===== config.mk =====
export PLATFORM = sky130hd
export DESIGN_NAME = fpu_issue_scheduler_flat
export DESIGN_NICKNAME = d
export VERILOG_FILES = /design/src/rtl/fpu_issue_scheduler_pkg.sv /design/src/rtl/fpu_issue_scheduler_if.sv /design/src/rtl/fpu_issue_scheduler_fp_hazard_compare.sv /design/src/rtl/fpu_issue_scheduler.sv /design/src/flat_wrapper.sv
export SDC_FILE = /design/constraint.sdc
export NUM_CORES = 1
export LEC_CHECK = 0
export CAP_MARGIN = 0
export CELL_PAD_IN_SITES_DETAIL_PLACEMENT = 1
export CELL_PAD_IN_SITES_GLOBAL_PLACEMENT = 2
export CORE_ASPECT_RATIO = 1.1
export CORE_MARGIN = 5
export CORE_UTILIZATION = 31
export DETAILED_ROUTE_END_ITERATION = 6
export PLACE_DENSITY_LB_ADDON = 0.12
export SKIP_LAST_GASP = 1
export SLEW_MARGIN = 10
export SYNTH_ARGS = -nofsm -noshare
export SYNTH_HDL_FRONTEND = slang
export SYNTH_SLANG_ARGS = --single-unit

===== constraint.sdc =====
create_clock -name clk -period 4.5 [get_ports clk]
set_input_delay 0.675 -clock clk [delete_from_list [all_inputs] [get_ports clk]]
set_output_delay 0.675 -clock clk [all_outputs]
set_load 0.01 [all_outputs]

===== src/rtl/fpu_issue_scheduler_pkg.sv =====
// Shared FP issue definitions: register/latency sizing, the FPU latency codes
// and the writeback reservation slot record.
package fpu_issue_scheduler_pkg;

  localparam int FP_REG_W    = 5;
  localparam int FPU_MAX_LAT = 7;
  localparam int FPU_CNT_W   = 3;

  // Latency codes reported by the FPU per op class; code 0 retires like code 1.
  typedef enum logic [2:0] {
    LAT_BYPASS = 3'd0,
    LAT_SGNJ   = 3'd1,
    LAT_CVT    = 3'd2,
    LAT_ADD    = 3'd3,
    LAT_MUL    = 3'd4,
    LAT_FMA    = 3'd5,
    LAT_DIV    = 3'd6,
    LAT_SQRT   = 3'd7
  } fpu_lat_e;

  typedef struct packed {
    logic                valid;
    logic [FP_REG_W-1:0] rd;
  } fp_slot_t;

  function automatic logic [2:0] eff_lat(input logic [2:0] lat);
    return (lat == 3'd0) ? 3'd1 : lat;
  endfunction

endpackage


===== src/rtl/fpu_issue_scheduler_if.sv =====
// EX-stage FP issue / writeback bundle between the pipeline and the scheduler.
interface fpu_issue_scheduler_if
  import fpu_issue_scheduler_pkg::*;
#(
  parameter int REG_W = FP_REG_W,
  parameter int CNT_W = FPU_CNT_W
) ();

  logic             issue_valid;
  logic             issue_writes_fp;
  logic [REG_W-1:0] issue_rd;
  logic [2:0]       issue_lat;
  logic [REG_W-1:0] issue_rs1;
  logic [REG_W-1:0] issue_rs2;
  logic [REG_W-1:0] issue_rs3;
  logic [2:0]       issue_rs_used;
  logic             fft_issue;
  logic             fft_busy;
  logic             flush;
  logic             stall;
  logic             issue_accept;
  logic             wb_valid;
  logic [REG_W-1:0] wb_rd;
  logic [CNT_W-1:0] pending_count;

  modport master (
    output issue_valid, issue_writes_fp, issue_rd, issue_lat,
           issue_rs1, issue_rs2, issue_rs3, issue_rs_used,
           fft_issue, fft_busy, flush,
    input  stall, issue_accept, wb_valid, wb_rd, pending_count
  );

  modport slave (
    input  issue_valid, issue_writes_fp, issue_rd, issue_lat,
           issue_rs1, issue_rs2, issue_rs3, issue_rs_used,
           fft_issue, fft_busy, flush,
    output stall, issue_accept, wb_valid, wb_rd, pending_count
  );

endinterface


===== src/rtl/fpu_issue_scheduler_fp_hazard_compare.sv =====
// Compares the EX op's sources and destination against the pending writeback
// slots, producing RAW and WAW hits.
module fp_hazard_compare
  import fpu_issue_scheduler_pkg::*;
#(
  parameter int MAX_LAT = FPU_MAX_LAT,
  parameter int REG_W   = FP_REG_W
) (
  input  fp_slot_t         slots [1:MAX_LAT],
  input  logic [REG_W-1:0] rs1,
  input  logic [REG_W-1:0] rs2,
  input  logic [REG_W-1:0] rs3,
  input  logic [2:0]       rs_used,
  input  logic [REG_W-1:0] rd,
  input  logic             writes_fp,
  output logic             raw_hit,
  output logic             waw_hit
);

  // Slot 1 retires this cycle and is forwarded, so it never causes RAW.
  always_comb begin
    raw_hit = 1'b0;
    waw_hit = 1'b0;
    for (int k = 1; k <= MAX_LAT; k++) begin
      if (slots[k].valid) begin
        if (k >= 2 && ((rs_used[0] && rs1 == slots[k].rd) ||
                       (rs_used[1] && rs2 == slots[k].rd) ||
                       (rs_used[2] && rs3 == slots[k].rd)))
          raw_hit = 1'b1;
        if (writes_fp && rd == slots[k].rd)
          waw_hit = 1'b1;
      end
    end
  end

endmodule


===== src/rtl/fpu_issue_scheduler.sv =====
// FP issue controller: writeback reservation shift table, single FP writeback
// port, and stall generation for port conflicts, FP hazards and FFT busy.
module fpu_issue_scheduler
  import fpu_issue_scheduler_pkg::*;
#(
  parameter int MAX_LAT = FPU_MAX_LAT,
  parameter int REG_W   = FP_REG_W,
  parameter int CNT_W   = FPU_CNT_W
) (
  input logic                  clk,
  input logic                  rst,
  fpu_issue_scheduler_if.slave bus
);

  fp_slot_t         slots      [1:MAX_LAT];
  fp_slot_t         slots_next [1:MAX_LAT];
  logic [CNT_W-1:0] count_q;
  logic [CNT_W-1:0] count_next;
  logic [2:0]       leff;
  logic             port_conflict;
  logic             raw_hit;
  logic             waw_hit;
  logic             fft_hold;
  logic             stall_int;
  logic             accept_int;

  assign leff = eff_lat(bus.issue_lat);

  // The new entry lands in slot[Leff] next cycle, which is where slot[Leff+1] shifts to.
  always_comb begin
    port_conflict = 1'b0;
    for (int k = 2; k <= MAX_LAT; k++) begin
      if (bus.issue_writes_fp && k == int'(leff) + 1 && slots[k].valid)
        port_conflict = 1'b1;
    end
  end

  fp_hazard_compare #(
    .MAX_LAT (MAX_LAT),
    .REG_W   (REG_W)
  ) u_hazard (
    .slots     (slots),
    .rs1       (bus.issue_rs1),
    .rs2       (bus.issue_rs2),
    .rs3       (bus.issue_rs3),
    .rs_used   (bus.issue_rs_used),
    .rd        (bus.issue_rd),
    .writes_fp (bus.issue_writes_fp),
    .raw_hit   (raw_hit),
    .waw_hit   (waw_hit)
  );

  assign fft_hold   = bus.fft_issue && bus.fft_busy;
  assign stall_int  = (bus.issue_valid || bus.fft_issue) && !bus.flush &&
                      (port_conflict || raw_hit || waw_hit || fft_hold);
  assign accept_int = !rst && bus.issue_valid && !bus.flush && !stall_int;

  assign bus.stall         = !rst && stall_int;
  assign bus.issue_accept  = accept_int;
  assign bus.wb_valid      = !rst && slots[1].valid;
  assign bus.wb_rd         = bus.wb_valid ? slots[1].rd : '0;
  assign bus.pending_count = count_q;

  always_comb begin
    for (int k = 1; k < MAX_LAT; k++)
      slots_next[k] = slots[k + 1];
    slots_next[MAX_LAT] = '0;
    if (accept_int && bus.issue_writes_fp) begin
      for (int k = 1; k <= MAX_LAT; k++) begin
        if (k == int'(leff))
          slots_next[k] = '{valid: 1'b1, rd: bus.issue_rd};
      end
    end
    count_next = '0;
    for (int k = 1; k <= MAX_LAT; k++)
      count_next = count_next + CNT_W'(slots_next[k].valid);
  end

  always_ff @(posedge clk) begin
    if (rst) begin
      for (int k = 1; k <= MAX_LAT; k++)
        slots[k] <= '0;
      count_q <= '0;
    end else begin
      slots   <= slots_next;
      count_q <= count_next;
    end
  end

endmodule


===== src/flat_wrapper.sv =====
// flat-port wrapper written by rule: the top's interface ports become plain ports
module fpu_issue_scheduler_flat import fpu_issue_scheduler_pkg::*;
#(
  parameter int MAX_LAT = FPU_MAX_LAT,
  parameter int REG_W   = FP_REG_W,
  parameter int CNT_W   = FPU_CNT_W
)
  (clk, rst, bus_issue_valid, bus_issue_writes_fp, bus_issue_rd, bus_issue_lat, bus_issue_rs1, bus_issue_rs2, bus_issue_rs3, bus_issue_rs_used, bus_fft_issue, bus_fft_busy, bus_flush, bus_stall, bus_issue_accept, bus_wb_valid, bus_wb_rd, bus_pending_count);
  fpu_issue_scheduler_if #(.REG_W(REG_W), .CNT_W(CNT_W)) bus_i ();
  input logic clk;
  input logic rst;
  input wire logic [$bits(bus_i.issue_valid)-1:0] bus_issue_valid;
  input wire logic [$bits(bus_i.issue_writes_fp)-1:0] bus_issue_writes_fp;
  input wire logic [$bits(bus_i.issue_rd)-1:0] bus_issue_rd;
  input wire logic [$bits(bus_i.issue_lat)-1:0] bus_issue_lat;
  input wire logic [$bits(bus_i.issue_rs1)-1:0] bus_issue_rs1;
  input wire logic [$bits(bus_i.issue_rs2)-1:0] bus_issue_rs2;
  input wire logic [$bits(bus_i.issue_rs3)-1:0] bus_issue_rs3;
  input wire logic [$bits(bus_i.issue_rs_used)-1:0] bus_issue_rs_used;
  input wire logic [$bits(bus_i.fft_issue)-1:0] bus_fft_issue;
  input wire logic [$bits(bus_i.fft_busy)-1:0] bus_fft_busy;
  input wire logic [$bits(bus_i.flush)-1:0] bus_flush;
  output wire logic [$bits(bus_i.stall)-1:0] bus_stall;
  output wire logic [$bits(bus_i.issue_accept)-1:0] bus_issue_accept;
  output wire logic [$bits(bus_i.wb_valid)-1:0] bus_wb_valid;
  output wire logic [$bits(bus_i.wb_rd)-1:0] bus_wb_rd;
  output wire logic [$bits(bus_i.pending_count)-1:0] bus_pending_count;
  assign bus_i.issue_valid = bus_issue_valid;
  assign bus_i.issue_writes_fp = bus_issue_writes_fp;
  assign bus_i.issue_rd = bus_issue_rd;
  assign bus_i.issue_lat = bus_issue_lat;
  assign bus_i.issue_rs1 = bus_issue_rs1;
  assign bus_i.issue_rs2 = bus_issue_rs2;
  assign bus_i.issue_rs3 = bus_issue_rs3;
  assign bus_i.issue_rs_used = bus_issue_rs_used;
  assign bus_i.fft_issue = bus_fft_issue;
  assign bus_i.fft_busy = bus_fft_busy;
  assign bus_i.flush = bus_flush;
  assign bus_stall = bus_i.stall;
  assign bus_issue_accept = bus_i.issue_accept;
  assign bus_wb_valid = bus_i.wb_valid;
  assign bus_wb_rd = bus_i.wb_rd;
  assign bus_pending_count = bus_i.pending_count;
  fpu_issue_scheduler #(.MAX_LAT(MAX_LAT), .REG_W(REG_W), .CNT_W(CNT_W)) u_core (.clk(clk), .rst(rst), .bus(bus_i));
endmodule

==> flow_summary.yaml <==
critical_path:
  slowest_delay_ns: 0.56
  worstSetupStartpointType: "input pin"
  crit_type: "in2reg"
  cp_cell_sequence: "clkdlybuf4s50_1 -> nand2b_1 -> a211oi_1 -> o21a_1 -> o2111ai_2 -> nor3_4 -> buf_6 -> nand4_4 -> nand2_2 -> ha_4 -> inv_2 -> fa_1 -> fa_1 -> inv_1 -> ha_2 -> inv_2 -> fa_2 -> nor2_1"
  worstPathArrival_ns: 4.59
  endpoint_kind: "register"
  crit_path_max_fanout: 5
  crit_required_ns: 4.68
  critPathSlowestCell: "clkdlybuf4s50_1"
drt:
  routed_via_density: 4.906
  drt_iter0_markers: 129
  drc: 0
  wl_mm: 13.77
  ant_nets: 0
  dr.pass1.iters: 4
  routedWlPerCell_um: 20.87
  vias: 3238
synth:
  synth_seq_cells: 45
  netlist_area_um2: 3744
  yosys_warnings: 0
  synth_area_leaders: "dfxtp_1, xor2_1, xnor2_1"
  synth_nets: 480
  syn_inst: 439
  syn_area_per_cell_um2: 8.528
  synth_top_cell_area_share_pct: 24.06
  synth_edf_count: 0
  synthTopCellsByCount: "xor2_1, dfxtp_1, buf_2"
  synth-seq-area-share_pct: 24.06
  yosysMostFrequentCell: "xor2_1"
  ys_async_sr_fraction_pct: 0
  yosys.area.top_type: "dfxtp_1"
  synth_flop_cell: "dfxtp_1"
  ys_types: 43
sta:
  hold_viol: 0
  drv_slew: 0
  skew_ns: 0.004737
  hold_ws_ns: 0.5092
  setup_viol: 0
  worst_pin_slew_ns: 0.4939
  finalCriticalPeriod_ns: 4.412
  finalCritPeriodShare_pct: 98.04
  fmax_mhz: 226.7
  slew_headroom_pct: 66.82
placement:
  place_congestion: 0.9773
  dp_hpwl_mm: 10.69
  placed_cell_area_um2: 4557
  io_buffers: 43
  placed_cells: 644
power:
  p_leak_nw: 2.338
  combPwrFrac_pct: 20.9
  p_int_mw: 0.7038
  clkPwrFrac_pct: 37.3
  power.density_nw_per_um2: 193.6
  seqPwrFrac_pct: 41.8
  switchingPower_mw: 0.2606
  max-vdd-ir-drop_uv: 125.8
  swShare_pct: 27.02
finish:
  instances_no_fill: 660
  drive_above_1_share_pct: 22.53
  syn_to_final_growth_pct: 33.09
  finalInstanceArea_um2: 4982
  fillers: 1368
  layout.nets: 546
  antennaDiodeCount: 0
global_route:
  antenna_found_initial: 0
  grt_pass1_wl_mm: 20.71
  grt_pass1_vias: 3550
  grtUsageTotal_pct: 19.11
  grt.overflow.total: 0
  grt_max_degree: 37
min_path:
  hp-class: "reg2reg"
cts:
  ctsHoldBuffers: 0
  cts_root_buf: "clkbuf_16"
  clkTransAtPathRegs_ns: 0.06
  cts.sinks: 45
  cts_buffer_depth: 2
  cts_buffers: 5
  cts_max_level: 2
  cts_tree: "built"
  clk-insertion-delay-late_ns: 0.29
status:
  status: "finished, final reports clean"
floorplanning:
  die_w_um: 114.8
  die_area_um2: 14380
  core_um2: 11930
  placementRows: 42
  dieHeight_um: 125.3
  io_pins: 44
  initial_core_util_pct: 31.38
job:
  maxCapViolCount: 0
area by class of cell:
class	count	area [um^2]	share of cell area, %
clock buffer	5	125.1	2.511
inverter	20	75.07	1.507
sequential	45	900.9	18.08
clock inverter	3	17.52	0.3516
tap	154	192.7	3.867
timing repair buffer	114	1055	21.17
multi-input combinational	319	2616	52.51
power by group through the flow:
stage	registers, mW	clock network, mW	logic (mW)
6_report	0.403	0.360	0.202
5_1_grt	0.403	0.386	0.217
4_1_cts	0.403	0.366	0.192
3_5_place_dp	0.412	0	0.187
3_3_place_gp	0.412	0	0.185
2_1_floorplan	0.410	0	0.110
worst paths after layout:
check | from | endpoint | slack, ns | cells past startpoint
max | bus_issue_lat[2] | u_core.bus.pending_count[1] | 0.09 | 18
min | u_core.slots[19] | u_core.slots[25] | 0.51 | 2
max reg2reg | u_core.slots[28] | u_core.bus.pending_count[1] | 0.35 | 18
min reg2reg | u_core.slots[19] | u_core.slots[25] | 0.51 | 2
through the flow:
| step | util (%) | setup WS, ns | TNS [ns] | power (mW) |
|---|---|---|---|---|
| 2_1_floorplan | - | -0.01207 | -0.01207 | 0.5192 |
| 3_3_place_gp | 38.20 | -0.3724 | -0.8000 | 0.5971 |
| 3_5_place_dp | 38.20 | -0.3990 | -0.8538 | 0.5994 |
| 4_1_cts | 39.79 | 0.001207 | 0 | 0.9609 |
| 5_1_grt | 41.77 | -0.04029 | -0.07914 | 1.006 |
| 6_report | 41.77 | 0.08830 | 0 | 0.9645 |
worst max-delay path: cells and delay by family:
kind,cells,cell delay [ns]
buffers and inverters,5,0.88
AOI/OAI and AO/OA,3,0.68
and+or+nand+nor,5,0.56
adders and majority gates,5,1.81
metal layers:
metal,vias to the layer above,global-route usage [%],routed length [um]
met3,22,1.933,405
met4,0,6.975,389
met5,-,0,0
met2,66,32.44,6818
met1,1590,24.92,6159
li1,1560,-,-
flip-flops by register name (all words and copies together) (netlist names):
name / cells
u_core.bus.pending_count: 3
u_core.slots: 42
cells in the final DEF (no fill, tap or decap), types with 6 or more instances in the layout:
master           count
nor2_1              16
mux2i_1             30
nand4_1             20
clkdlybuf4s50_1     24
nor4_1              11
xnor2_1             39
inv_1               16
dfxtp_1             45
nand3_1              8
nor4_2               9
and2_1               8
nand2_1             39
dlymetal6s2s_1      14
buf_6               10
a21oi_1              6
xor2_1              83
buf_4               59
repair_timing:
item | CTS | global route
pin swaps | 2 | 28
buffers inserted | 1 | 7
hold endpoints to repair | 0 | 0
gates resized for setup | 14 | 39
endpoints found under the setup margin | 2 | 2
cell families (layout without fill, tap and decap cells):
| kind of cell | Yosys count | in the layout | synth area share [%] |
|---|---|---|---|
| adder cells (fa/ha/maj) | 8 | 8 | 3.275 |
| XOR/XNOR | 126 | 126 | 29.68 |
| buffers and inverters | 75 | 142 | 9.626 |
| flip-flops | 45 | 45 | 24.06 |
| multiplexers | 30 | 30 | 8.021 |
| AND/OR/NAND/NOR | 137 | 137 | 21.36 |
| AO/OA/AOI/OAI | 18 | 18 | 3.977 |
No activity file was read; power rests on OpenSTA's default activity.
